==> src/rtl/bird_pkg.sv <==
// rtl/bird_pkg.sv - shared state encoding, physics defaults and screen bounds for the bird motion logic
//
// Purpose : one-hot state codes for bird_motion_fsm, default physics constants,
//           and the vertical screen limits shared with the renderer.
// Ports   : none (package).

package bird_pkg;

    // One-hot codes; bit positions line up with the q_I/q_Fall/q_Rise/q_Hold/q_Lost outputs.
    typedef enum logic [4:0] {
        S_IDLE = 5'b00001,
        S_FALL = 5'b00010,
        S_RISE = 5'b00100,
        S_HOLD = 5'b01000,
        S_LOST = 5'b10000
    } state_t;

    // Default physics constants.
    localparam int DEF_Y_W       = 10;
    localparam int DEF_VEL_W     = 6;
    localparam int DEF_TICK_DIV  = 2000000;
    localparam int DEF_X_INIT    = 500;
    localparam int DEF_Y_INIT    = 100;
    localparam int DEF_GRAV_STEP = 1;
    localparam int DEF_MAX_FALL  = 20;
    localparam int DEF_FLAP_VEL  = 15;

    // Vertical play-field limits, also used by the renderer.
    localparam int SCREEN_Y_FLOOR = 460;
    localparam int SCREEN_Y_CEIL  = 0;

    // The in-flight states, where the physics tick runs and losses are checked.
    function automatic logic is_active(input state_t s);
        return (s == S_FALL) || (s == S_RISE) || (s == S_HOLD);
    endfunction

endpackage

==> src/rtl/phys_tick_gen.sv <==
// rtl/phys_tick_gen.sv - programmable divider producing the one-cycle physics tick
//
// Purpose : counts 0..TICK_DIV-1 while enabled and emits a registered one-cycle
//           tick in the cycle after the counter reaches TICK_DIV-1.
// Ports   : Clk    - system clock
//           Reset  - asynchronous active-high reset
//           clear  - restart the count from 0 (state entry, flap)
//           enable - count only while high; low holds the counter at 0
//           tick   - one-cycle physics update pulse

module phys_tick_gen
    import bird_pkg::*;
#(
    parameter int TICK_DIV = DEF_TICK_DIV
) (
    input  logic Clk,
    input  logic Reset,
    input  logic clear,
    input  logic enable,
    output logic tick
);

    localparam int CNT_W = $clog2(TICK_DIV);
    localparam logic [CNT_W-1:0] CNT_LAST = CNT_W'(TICK_DIV - 1);

    logic [CNT_W-1:0] cnt_q;

    always_ff @(posedge Clk or posedge Reset) begin
        if (Reset) begin
            cnt_q <= '0;
            tick  <= 1'b0;
        end else if (clear || !enable) begin
            // A clear also kills a pending tick so a fresh state never sees a stale update.
            cnt_q <= '0;
            tick  <= 1'b0;
        end else if (cnt_q == CNT_LAST) begin
            cnt_q <= '0;
            tick  <= 1'b1;
        end else begin
            cnt_q <= cnt_q + CNT_W'(1);
            tick  <= 1'b0;
        end
    end

endmodule

==> src/rtl/bird_motion_fsm.sv <==
// rtl/bird_motion_fsm.sv - bird physics state machine producing the bird X/Y position
//
// Purpose : drives the bird's screen position from Start and Flap_Button with a
//           signed velocity, gravity, terminal velocity and floor/ceiling/pipe
//           collision detection.
// Macro   : CEILING_BOUNCE_EN - when defined a ceiling hit drops the bird back
//           into FALL instead of ending the game.
// Ports   : Clk          - system clock
//           Reset        - asynchronous active-high reset
//           Start        - level; starts a game from IDLE, leaves LOST
//           Flap_Button  - debounced level
//           Lost_Ext     - pipe collision from the renderer, level
//           XBird/YBird  - bird position (Y_W bits)
//           Vel          - signed velocity, positive is downward (VEL_W bits)
//           Tick         - one-cycle pulse per physics update
//           q_I, q_Fall, q_Rise, q_Hold, q_Lost - one-hot state indicators

module bird_motion_fsm
    import bird_pkg::*;
#(
    parameter int Y_W       = DEF_Y_W,
    parameter int VEL_W     = DEF_VEL_W,
    parameter int TICK_DIV  = DEF_TICK_DIV,
    parameter int X_INIT    = DEF_X_INIT,
    parameter int Y_INIT    = DEF_Y_INIT,
    parameter int GRAV_STEP = DEF_GRAV_STEP,
    parameter int MAX_FALL  = DEF_MAX_FALL,
    parameter int FLAP_VEL  = DEF_FLAP_VEL,
    parameter int Y_FLOOR   = SCREEN_Y_FLOOR,
    parameter int Y_CEIL    = SCREEN_Y_CEIL
) (
    input  logic             Clk,
    input  logic             Reset,
    input  logic             Start,
    input  logic             Flap_Button,
    input  logic             Lost_Ext,
    output logic [Y_W-1:0]   XBird,
    output logic [Y_W-1:0]   YBird,
    output logic [VEL_W-1:0] Vel,
    output logic             Tick,
    output logic             q_I,
    output logic             q_Fall,
    output logic             q_Rise,
    output logic             q_Hold,
    output logic             q_Lost
);

    state_t           state_q, state_d;
    logic [Y_W-1:0]   y_q, y_d;
    logic [VEL_W-1:0] vel_q, vel_d;
    logic             flap_load;
    logic             ctr_clear;
    logic             ctr_enable;

    // Physics datapath. Two extra bits on Y keep the sum free of wrap so both
    // the floor and the negative (ceiling) side compare correctly.
    logic signed [Y_W+1:0] y_sum;
    logic signed [VEL_W:0] vel_inc;
    logic [VEL_W-1:0]      vel_next;
    logic                  floor_hit;
    logic                  ceil_hit;

    assign y_sum    = $signed({2'b00, y_q})
                    + $signed({{(Y_W+2-VEL_W){vel_q[VEL_W-1]}}, vel_q});
    assign vel_inc  = $signed({vel_q[VEL_W-1], vel_q}) + $signed((VEL_W+1)'(GRAV_STEP));
    assign vel_next = (vel_inc > $signed((VEL_W+1)'(MAX_FALL))) ? VEL_W'(MAX_FALL)
                                                                : vel_inc[VEL_W-1:0];
    assign floor_hit = (y_sum >= $signed((Y_W+2)'(Y_FLOOR)));
    assign ceil_hit  = (y_sum <  $signed((Y_W+2)'(Y_CEIL)));

    // The divider restarts on every state entry and on a flap so the first
    // update after either always comes a full period later.
    assign ctr_enable = is_active(state_q);
    assign ctr_clear  = (state_d != state_q) || flap_load;

    phys_tick_gen #(
        .TICK_DIV (TICK_DIV)
    ) u_tick (
        .Clk    (Clk),
        .Reset  (Reset),
        .clear  (ctr_clear),
        .enable (ctr_enable),
        .tick   (Tick)
    );

    always_ff @(posedge Clk or posedge Reset) begin
        if (Reset) begin
            state_q <= S_IDLE;
            y_q     <= Y_W'(Y_INIT);
            vel_q   <= '0;
        end else begin
            state_q <= state_d;
            y_q     <= y_d;
            vel_q   <= vel_d;
        end
    end

    always_comb begin
        state_d   = state_q;
        y_d       = y_q;
        vel_d     = vel_q;
        flap_load = 1'b0;

        case (state_q)
            S_IDLE: begin
                y_d   = Y_W'(Y_INIT);
                vel_d = '0;
                if (Start) begin
                    state_d = S_FALL;
                end
            end

            S_FALL, S_RISE, S_HOLD: begin
                // Loss sources outrank a flap; a flap outranks a plain tick update.
                if (Lost_Ext) begin
                    state_d = S_LOST;
                    vel_d   = '0;
                end else if (Tick && floor_hit) begin
                    state_d = S_LOST;
                    y_d     = Y_W'(Y_FLOOR);
                    vel_d   = '0;
                end else if (Tick && ceil_hit) begin
`ifdef CEILING_BOUNCE_EN
                    state_d = S_FALL;
`else
                    state_d = S_LOST;
`endif
                    y_d     = Y_W'(Y_CEIL);
                    vel_d   = '0;
                end else if ((state_q == S_FALL) && Flap_Button) begin
                    // The coincident tick, if any, is dropped.
                    state_d   = S_RISE;
                    vel_d     = VEL_W'(-FLAP_VEL);
                    flap_load = 1'b1;
                end else begin
                    if (Tick) begin
                        y_d   = y_sum[Y_W-1:0];
                        vel_d = vel_next;
                    end
                    // Apex: the climb ends once the new velocity stops pointing up.
                    if ((state_q == S_RISE) && Tick && !vel_next[VEL_W-1]) begin
                        state_d = Flap_Button ? S_HOLD : S_FALL;
                    end
                    // HOLD only leaves on release, so a held button cannot re-flap.
                    if ((state_q == S_HOLD) && !Flap_Button) begin
                        state_d = S_FALL;
                    end
                end
            end

            S_LOST: begin
                // Start with the button held is ignored so the game-over screen stays up.
                if (Start && !Flap_Button) begin
                    state_d = S_IDLE;
                    y_d     = Y_W'(Y_INIT);
                    vel_d   = '0;
                end
            end

            default: begin
                state_d = S_IDLE;
                y_d     = Y_W'(Y_INIT);
                vel_d   = '0;
            end
        endcase
    end

    assign {q_Lost, q_Hold, q_Rise, q_Fall, q_I} = state_q;
    assign XBird = Y_W'(X_INIT);
    assign YBird = y_q;
    assign Vel   = vel_q;

endmodule
==> config.mk <==
export PLATFORM = sky130hd
export DESIGN_NAME = bird_motion_fsm
export DESIGN_NICKNAME = d
export VERILOG_FILES = /design/src/rtl/bird_pkg.sv /design/src/rtl/phys_tick_gen.sv /design/src/rtl/bird_motion_fsm.sv
export SDC_FILE = /design/constraint.sdc
export NUM_CORES = 1
export LEC_CHECK = 0
export CAP_MARGIN = 10
export CORE_MARGIN = 2
export CORE_UTILIZATION = 55
export CTS_CLUSTER_DIAMETER = 60
export DETAILED_ROUTE_END_ITERATION = 7
export HOLD_SLACK_MARGIN = 0.05
export PLACE_DENSITY = 0.78
export RECOVER_POWER = 25
export SETUP_SLACK_MARGIN = 0.05
export SLEW_MARGIN = 20
export SYNTH_ARGS = -nofsm -noshare
export SYNTH_HDL_FRONTEND = slang
export SYNTH_SLANG_ARGS = --single-unit
==> constraint.sdc <==
create_clock -name Clk -period 4.2 [get_ports Clk]
set_input_delay 0.42 -clock Clk [delete_from_list [all_inputs] [get_ports Clk]]
set_output_delay 0.42 -clock Clk [all_outputs]
set_load 0.05 [all_outputs]
# After elaboration in Yosys (flattened, before gate mapping)
# Index checks and enable logic that the tools add are counted.
[word_totals]
register_bits = 43
inputBits = 5
output_inout_bits = 32
elab_cells = 74
[classes]
n_addsub = 3
n_lt_le_gt_ge = 3
n_eq_ne = 12
n_mux = 34
n_reduce_logical = 17
[op_table]
columns = ["cell", "count"]
rows = [
  ["10-bit 2-to-1 mux", 6],
  ["21-bit 2-to-1 mux", 2],
  ["6-bit 2-to-1 mux", 7],
  ["5-bit 2-to-1 mux", 8],
  ["21-bit by 1-bit adder with 21-bit output, second input constant", 1],
  ["21-bit == test, second input constant", 1],
  ["10-bit one-hot mux with 2 select lines", 1],
  ["5-bit one-hot mux with 3 select lines", 1],
  ["11-bit by 6-bit adder with 12-bit output", 1],
  ["12-bit by 10-bit >= comparator with 1-bit output, second input constant", 1],
  ["12-bit by 1-bit < comparator with 1-bit output, second input constant", 1],
  ["6-bit one-hot mux with 2 select lines", 1],
  ["6-bit by 2-bit adder with 7-bit output, second input constant", 1],
  ["7-bit by 6-bit greater-than comparator with 1-bit output, second input constant", 1],
  ["1-bit logical AND", 7],
  ["1-bit 2-to-1 mux", 7],
  ["6-bit by 5-bit != test with 1-bit output, second input constant", 1],
  ["5-bit by 1-bit == test with 1-bit output, second input constant", 1],
  ["5-bit by 2-bit == test with 1-bit output, second input constant", 1],
  ["5-bit by 3-bit == test with 1-bit output, second input constant", 1],
  ["5-bit by 4-bit == test with 1-bit output, second input constant", 1],
  ["5-bit == test, second input constant", 1],
  ["5-bit != test", 1],
  ["1-bit logical OR", 4],
  ["8 further kinds", 11],
]

# Logic depth before layout (Yosys ltp)
# Gate-level depths: netlist (run 1).
[logic_depth]
word_depth = 16
depth_mapped = 13
depth_no_buf = 12

# Cells and area by module
# From an unflattened synthesis (run 1), not the netlist that was laid out.
[unflattened]
cells_unflattened = 370
area_unflattened_um2 = 3265.6
[modules_own_cells]
columns = ["module", "instances", "cells_each", "area_each_um2", "seq_area_each_um2"]
rows = [
  ["bird_motion_fsm", 1, 247, 2099.5, 530.5],
  ["phys_tick_gen", 1, 123, 1166.1, 550.5],
]

# Least setup slack after synthesis (run 1)
# No wires, ideal clock.
[synth_path]
path_kind = "register to register"
startpoint = "reg vel_q[0] (netlist: Vel[0])"
endpoint = "reg u_tick.cnt_q[10]"
setup_time_ns = 0.086
arrival_ns = 3.261
required_ns = 4.114
slack_ns = 0.853
path_stages_with_launch = 14
path_buffers = 1
synth_period_minus_slack_ns = 3.347
cell_sequence = "dfrtp_1 > ha_1 > inv_1 > fa_1 > nand2b_1 > a211oi_2 > a2111oi_2 > o41ai_2 > and3_1 > o211ai_4 > a21boi_4 > nand4_4 > buf_6 > nor3_1"
[synth_via]
elab_chain_len = 16
elab_cells_between_ends = 25
cone_classes = "add/sub (2); order compare (3); eq/ne (1); mux (13); reduce/logical (6)"
[synth_rtl]
columns = ["element", "line_no", "source"]
rows = [
  ["start: declaration", "bird_motion_fsm.sv:50", "logic [VEL_W-1:0] vel_q, vel_d;"],
  ["start signal: assignment", "bird_motion_fsm.sv:94", "vel_q <= vel_d;"],
  ["6-bit by 2-bit adder with 7-bit output", "bird_motion_fsm.sv:65", "assign vel_inc = $signed({vel_q[VEL_W-1], vel_q}) + $signed((VEL_W+1)'(GRAV_STEP));"],
  ["7-bit by 6-bit greater-than comparator with 1-bit output", "bird_motion_fsm.sv:66", "assign vel_next = (vel_inc > $signed((VEL_W+1)'(MAX_FALL))) ? VEL_W'(MAX_FALL)"],
  ["6-bit 2-to-1 mux", "bird_motion_fsm.sv:66", ""],
  ["1-bit zero test", "bird_motion_fsm.sv:141", "if ((state_q == S_RISE) && Tick && !vel_next[VEL_W-1]) begin"],
  ["1-bit logical AND", "bird_motion_fsm.sv:141", ""],
  ["5-bit 2-to-1 mux", "bird_motion_fsm.sv:141", ""],
  ["5-bit 2-to-1 mux", "bird_motion_fsm.sv:145", "if ((state_q == S_HOLD) && !Flap_Button) begin"],
  ["5-bit 2-to-1 mux", "bird_motion_fsm.sv:130", "end else if ((state_q == S_FALL) && Flap_Button) begin"],
  ["5-bit 2-to-1 mux", "bird_motion_fsm.sv:122", "end else if (Tick && ceil_hit) begin"],
  ["5-bit 2-to-1 mux", "bird_motion_fsm.sv:118", "end else if (Tick && floor_hit) begin"],
  ["5-bit 2-to-1 mux", "bird_motion_fsm.sv:115", "if (Lost_Ext) begin"],
  ["5-bit one-hot mux with 3 select lines", "bird_motion_fsm.sv:104", "case (state_q)"],
  ["5-bit != test", "bird_motion_fsm.sv:74", "assign ctr_clear = (state_d != state_q) || flap_load;"],
  ["1-bit logical OR *", "bird_motion_fsm.sv:74", ""],
  ["1-bit logical OR *", "phys_tick_gen.sv:32", "end else if (clear || !enable) begin"],
  ["21-bit 2-to-1 mux *", "phys_tick_gen.sv:32", ""],
  ["end signal: assignment", "phys_tick_gen.sv:40", "cnt_q <= cnt_q + CNT_W'(1);"],
  ["end: declaration", "phys_tick_gen.sv:26", "logic [CNT_W-1:0] cnt_q;"],
]
# Mark *: on every way between the ends. The rest lies on a longest branch, timed or not.
# A chain may end at the register's enable or synchronous reset.

# Final worst setup path (run 1)
[layout_path]
startpoint = "reg vel_q[0] (netlist: Vel[0])"
endpoint = "reg u_tick.cnt_q[5]"
# The elaborated chain is that of the path after synthesis.

==> summary.md, run 1 <==
| Metric | Value |
|---|---|
| Drt total wl | 5920 µm |
| Final setup violation count | 0 |
| Synth warnings | 0 |
| Type of the most critical hold path | reg2reg |
| Gp weighted congestion | 0.897 |
| Startpoint types | flop |
| Post-synthesis async set-or-reset flop share | 1.00 |
| Initial antenna violation count | 0 |
| Critical Path RT | 4.42 ns |
| DR vias/cell | 5.72 |
| Io pins | 37 |
| Global Route Usage Sum | 0.218 |
| Post_cts resized | 0 |
| Post-synth EDFFs | 0 |
| GR peak layer | met2 |
| Min Tclk post-route | 3.45 ns |
| Tightest Pin Transition | 2.29 ns |
| Clk root buf | clkbuf_8 |
| Setup TNS Final | 0 ns |
| Crit Path Max Fanout | 22 |
| DRC | 0 |
| Worst EP arrival | 3.68 ns |
| Failing checks | capacitance limit, slew limit |
| Setup bufs post-CTS | 0 |
| Drt first pass iters | 5 |
| Register area share after synthesis | 0.375 |
| Met3 usage | 0.0462 |
| Hold_buf cts | 0 |
| Worst skew pair latency | 0.31 ns |
| Netlist Area Pre-Place | 0.00288 mm² |
| Max Cap Violations | 1 |
| Clock buffer depth | 2 |
| Input/output buffers | 26 |
| Mapped Cells | 325 |
| First-pass GRT wire length | 10,400 µm |
| Die Y | 76.4 µm |
| PD cells | 295 mW/mm² |
| Max-slew violations | 44 |
| Antenna Violating Nets Remaining | 0 |
| Mean Syn Cell Area | 8.86 µm² |
| Crit. End Element | flop |
| Area growth syn-to-layout | 12.5% |
| Power Total | 0.955 mW |
| Nets@finish | 367 |
| Final period util | 0.823 |
| Peak Freq | 289 MHz |
| Finished Cell Area | 0.00324 mm² |
| RSZ-0062 raised after global routing | no |
| Vias in the first global route | 2,226 |
| HPWL after DPL | 4310 µm |
| Unique cell type count in the Yosys netlist | 54 |
| CTS clk-pin slew, worst paths | 0.09 ns |
| Relative max-transition margin | -0.527 |
| Static leakage | 1.38 nW |
| Die ar. | 0.00583 mm² |
| Rows | 26 |
| WL/cell | 14.1 µm |
| Dpl cell area | 0.00315 mm² |
| Share of layout cells above drive strength 1 | 0.0659 |
| Fin. Hold Viols | 0 |
| Initial DRC count | 192 |
| Met2 global-route usage | 0.333 |
| CTS buffer count | 5 |
| Clock Sinks | 43 |
| Outcome | finished, violations left |
| Final setup skew | 0.0100 ns |
| Total core area | 0.00507 mm² |
| GRT Residual Overflow | 0 |
| Initial Utilization | 0.568 |
| ANT cells | 0 |
| Synth Register Bits | 43 |
| Met1 GRT Util | 0.309 |
| Largest net degree at the start of global routing | 44 |
| Peak supply drop | 0.245 mV |
| H-tree depth | 2 |
| Most used DFF post-synth | dfrtp_1 |
| CTS tree | built |
| Routed via count | 2,396 |
| R2R Setup Slk | 0.75 ns |
| WS Path Type | reg2reg |
| Die X | 76.4 µm |
cell type report:
class | instances | area [µm²]
multi-input combinational | 255 | 1650
sequential | 43 | 1080
timing repair buffer | 28 | 272
tap | 70 | 87.6
fill | 460 | 1830
clock buffer | 5 | 68.8
inverter | 15 | 56.3
clock inverter | 3 | 26.3
cell families (layout without fill, tap and decap cells):
family	after synthesis	in the layout	share of synthesized area
fa+ha+maj	14	14	0.0634
mux	1	1	0.00348
compound gates	73	73	0.180
simple gates	128	128	0.224
buf+inv	35	51	0.0625
other cells	2	10	0.00261
flops	43	43	0.375
xor+xnor	29	29	0.0882
flip-flops by register name (all words and copies together), names as in the netlist:
signal,cells
Vel,6
YBird,10
state_q,5
u_tick.cnt_q,21
u_tick.tick,1
metrics by stage:
step	util	worst slack [ns]	std cells	hold slack, ns
after detailed placement	0.621	0.752	411	0.471
after CTS	0.639	0.726	419	0.484
after floorplan	-	0.853	333	0.475
after global placement	0.621	0.928	411	0.466
after global routing	0.639	0.405	419	0.510
final	0.639	0.745	419	0.480
final timing paths:
kind / depth (start not counted) / endpoint / start
setup / recovery: 12 / u_tick.cnt_q[5]$_DFF_PP0_ / Vel[0]$_DFFE_PP0P_
hold / removal: 2 / YBird[5]$_DFFE_PP1P_ / YBird[5]$_DFFE_PP1P_
setup reg to reg: 12 / u_tick.cnt_q[5]$_DFF_PP0_ / Vel[0]$_DFFE_PP0P_
hold reg to reg: 2 / YBird[5]$_DFFE_PP1P_ / YBird[5]$_DFFE_PP1P_
max in group asynchronous: 3 / YBird[1]$_DFFE_PP0P_ / Reset
min in group asynchronous: 3 / u_tick.cnt_q[19]$_DFF_PP0_ / Reset
layer usage:
metal	vias to the layer above	wire length [µm]	part of all wire
met2	88	2660	0.45
met5	-	0	0
met4	0	77	0.013
li1	1178	-	-
met3	8	338	0.057
met1	1122	2840	0.48
power breakdown:
part	leakage [nW]	switching (mW)	internal [mW]
sequential	0.586	0.0278	0.430
combinational	0.743	0.149	0.0624
clock	0.0491	0.163	0.122
cells in the final DEF (no fill, tap or decap), types with 3 or more instances in the layout:
cell type and count:
dfrtp_1 39, nand2_1 37, nor2_1 29, clkdlybuf4s50_1 25
xor2_1 21, a21oi_1 20, o21ai_0 17, nand3_1 14
inv_1 13, ha_1 13, nor3_1 12, conb_1 10
xnor2_1 8, and3_1 7, nand4_1 6, nor2b_1 6
clkbuf_8 5, dfstp_2 4, o211ai_1 4, a211o_1 4
a22o_1 4, o32ai_1 3, a31oi_1 3
Yosys cell counts (3+ instances only):
cell	n	area, µm²
a211o_1	4	35.0
a21oi_1	20	100
a22o_1	4	35.0
a31oi_1	3	18.8
and3_1	7	43.8
buf_4	10	75.1
clkbuf_1	6	22.5
dfrtp_1	39	976
dfstp_2	4	105
ha_1	13	163
inv_1	14	52.6
nand2_1	37	139
nand3_1	14	70.1
nand4_1	6	37.5
nor2_1	29	109
nor2b_1	6	37.5
nor3_1	12	60.1
o211ai_1	4	30.0
o21ai_0	17	85.1
o32ai_1	3	26.3
xnor2_1	8	70.1
xor2_1	21	184
worst max-delay path, cell delays in order, from the launching register on:
cell and delay, ns:
dfrtp_1 0.47, ha_1 0.21, inv_1 0.06, fa_1 0.40, nand2b_1 0.19, a211oi_2 0.30
a2111oi_2 0.10, o41ai_2 0.33, and3_1 0.27, o211ai_4 0.14, a21boi_4 0.26, nand4_4 0.34
nor3_1 0.30
Power figures use the tool's default switching activity.
==> run 2, diff against run 1 <==
--- a/config.mk
+++ b/config.mk
@@ -7,11 +7,11 @@
 export LEC_CHECK = 0
 export CAP_MARGIN = 10
 export CORE_MARGIN = 2
-export CORE_UTILIZATION = 55
+export CORE_UTILIZATION = 50
 export CTS_CLUSTER_DIAMETER = 60
 export DETAILED_ROUTE_END_ITERATION = 7
 export HOLD_SLACK_MARGIN = 0.05
-export PLACE_DENSITY = 0.78
+export PLACE_DENSITY = 0.75
 export RECOVER_POWER = 25
 export SETUP_SLACK_MARGIN = 0.05
 export SLEW_MARGIN = 20
==> constraint.sdc (replaced) <==
create_clock -name Clk -period 2.85 [get_ports Clk]
set_input_delay 0.285 -clock Clk [delete_from_list [all_inputs] [get_ports Clk]]
set_output_delay 0.285 -clock Clk [all_outputs]
set_load 0.05 [all_outputs]
==> run 2 against run 1 <==
  * The flow finishes with violations (setup timing)
  * Worst hold slack got worse by 0.12 ns
  * Setup slack worse by 0.76 ns
  * Combinational power grew 100%
  * Final cell count increased by 11%
  * Sequential share of layout area shrank 4.9 points
  * Via count is 10% higher
  * Final area increased by 18%
  * Global-route usage increased by 2.7 points
  * Wire length grew 24%
  * First-iteration DRC count down 7.3%
  * Critical path type unchanged
  * Fmax rose by 21%
==> summary.md, run 2 (synthesis gave the netlist of run 1 again) <==
| Metric | Value |
|---|---|
| Drt first pass iters | 4 (-1) |
| Routed via count | 2,635 (+10%) |
| Total core area | 0.00554 mm² (+9.2%) |
| Crit. End Element | flop |
| Critical-path cell with the highest stage delay | dfrtp_2 |
| Gp weighted congestion | 0.870 (-3.0%) |
| DRC | 0 (unchanged) |
| Die X | 79.9 µm (+4.6%) |
| CTS tree | built |
| Crit Path Max Fanout | 4 (-82%) |
| CTS clk-pin slew, worst paths | 0.09 ns (about the same) |
| Drt total wl | 7340 µm (+24%) |
| CTS buffer count | 5 (unchanged) |
| Clk root buf | clkbuf_8 |
| Critical-path cell list | ha_4, inv_1, fa_2, nand2b_4, a211oi_4, a2111oi_2, o41ai_2, buf_4, and3_4, o211ai_4, buf_4, o211ai_1, buf_4, a21oi_1, a21oi_1 |
| PD cells | 395 mW/mm² (+34%) |
| Worst setup margin | -0.0166 ns (-0.762 ns) |
| Clock Sinks | 43 (unchanged) |
| Critical Path RT | 3.09 ns (-1.33 ns) |
| Fill count | 424 (-7.8%) |
| Startpoint types | flop |
| WS Path Type | reg2reg |
| Io pins | 37 (unchanged) |
| Final setup skew | 0.00278 ns (-0.00726 ns) |
| Tightest Pin Transition | 0.819 ns (-1.47 ns) |
| Relative max-transition margin | 0.454 (+0.981) |
| Worst skew pair latency | 0.30 ns (about the same) |
| Peak supply drop | 0.447 mV (+83%) |
| GR peak layer | met2 |
| Worst path depth | 15 (+3) |
| Max-slew violations | 0 (-100%) |
| Most common cell after layout, fill and taps aside | buf_4 |
| Initial antenna violation count | 0 (unchanged) |
| Antenna Violating Nets Remaining | 0 (unchanged) |
| Outcome | finished, violations left |
| Final Core Density | 0.691 (+0.0520) |
| Met1 GRT Util | 0.361 (+0.0522) |
| Met3 usage | 0.0283 (-0.0179) |
| Initial DRC count | 178 (-7.3%) |
| Share of layout cells above drive strength 1 | 0.259 (+0.193) |
| GRT Residual Overflow | 0 (unchanged) |
| Final setup violation count | 2 (+2) |
| Type of the most critical hold path | in2async |
| Top reg by flops | u_tick.cnt_q |
| Nets@finish | 412 (+12%) |
| Top delay family on crit path | compound AO/OA/AOI/OAI gates |
| Buf/Inv on CP | 4 (+3) |
| Critical path's most frequent cell | buf_4 |
| Failing checks | setup timing |
| HPWL after DPL | 4980 µm (+16%) |
| Worst EP arrival | 3.10 ns (-0.58 ns) |
| Min Tclk post-route | 2.87 ns (-0.588 ns) |
| RSZ-0062 raised after global routing | yes |
| Fin. Hold Viols | 0 (unchanged) |
| Largest net degree at the start of global routing | 19 (-57%) |
| CP peak stage delay | 0.39 ns (-0.08 ns) |
| Peak Freq | 349 MHz (+21%) |
| WL/cell | 15.7 µm (+11%) |
| Power Total | 1.51 mW (+58%) |
| Worst hold slack | 0.364 ns (-0.116 ns) |
| Max reg flops | 21 (unchanged) |
| R2R cell count | 15 (+3) |
| Clock buffer depth | 2 (unchanged) |
| Hold_buf cts | 0 (unchanged) |
| ANT cells | 0 (unchanged) |
| Die Y | 79.9 µm (+4.6%) |
| H-tree depth | 2 (unchanged) |
| Global Route Usage Sum | 0.245 (+0.0266) |
| DR vias/cell | 5.65 (-1.1%) |
| Die ar. | 0.00638 mm² (+9.5%) |
| Rows | 27 (+3.8%) |
| Vias in the first global route | 2,548 (+14%) |
| Most frequent cells in the layout | buf_4 (41), nand2_1 (35), dfrtp_1 (34) |
| First-pass GRT wire length | 12,100 µm (+16%) |
| Max Cap Violations | 0 (-1) |
| Final period util | 1.01 (+0.183) |
| Input/output buffers | 26 (unchanged) |
| Static leakage | 1.63 nW (+19%) |
| Met2 global-route usage | 0.370 (+0.0373) |
| Initial Utilization | 0.520 (-0.0477) |
| Area growth syn-to-layout | 32.8% |
[run 2: cell count changes in the layout (fill, tap and decap cells not counted), sizes merged]
cell | before | now
clkinvlp | 0 | 2
o221ai | 1 | 2
inv | 16 | 15
clkbuf | 6 | 7
buf | 1 | 44
clkinv | 2 | 1
[run 2: what timing repair did]
| item | in CTS | in global routing |
|---|---|---|
| pin swaps | 9 | 6 |
| cloned | 2 | 0 |
| setup endpoints to repair | 42 | 42 |
| resized for setup | 21 | 18 |
| endpoints found under the hold margin | 0 | 0 |
| buffers inserted | 8 | 1 |
[run 2: layout make-up]
class	instances	area, µm²	area share
Tap cell	72	90.1	0.0235
Clock buffer	5	68.8	0.0180
Inverter	15	56.3	0.0147
Timing Repair Buffer	72	639	0.167
Clock inverter	3	23.8	0.00621
Multi-Input combinational cell	256	1860	0.486
Sequential cell	43	1090	0.284
[run 2: metrics by stage]
step                setup WS (ns)  TNS, ns  std cells  cell area (µm²)
finish                    -0.0166  -0.0185        466             3830
global route               -0.129    -2.35        466             3830
CTS                       -0.0239  -0.0627        465             3750
detailed placement         -0.224    -4.27        447             3450
global placement           -0.101    -1.22        447             3450
floorplan                  -0.297    -8.06        333             2950
[run 2: layer usage]
metal	vias up	share of wire
met4	0	0.014
met2	71	0.47
li1	1272	-
met5	-	0
met3	11	0.041
met1	1281	0.48
[run 2: path summary, 6_finish.rpt]
| check | startpoint | to | slack, ns |
|---|---|---|---|
| setup / recovery | Vel[0]$_DFFE_PP0P_ | YBird[5]$_DFFE_PP1P_ | -0.02 |
| hold / removal | Reset | u_tick.cnt_q[9]$_DFF_PP0_ | 0.36 |
| setup reg to reg | Vel[0]$_DFFE_PP0P_ | YBird[5]$_DFFE_PP1P_ | -0.02 |
| hold reg to reg | u_tick.cnt_q[0]$_DFF_PP0_ | u_tick.cnt_q[0]$_DFF_PP0_ | 0.55 |
| max in group asynchronous | Reset | u_tick.cnt_q[0]$_DFF_PP0_ | 1.45 |
| min in group Clk | u_tick.cnt_q[0]$_DFF_PP0_ | u_tick.cnt_q[0]$_DFF_PP0_ | 0.55 |
[run 2: power breakdown]
group	switching (mW)	internal (mW)
clock	0.239	0.176
combinational	0.271	0.155
sequential	0.0373	0.635
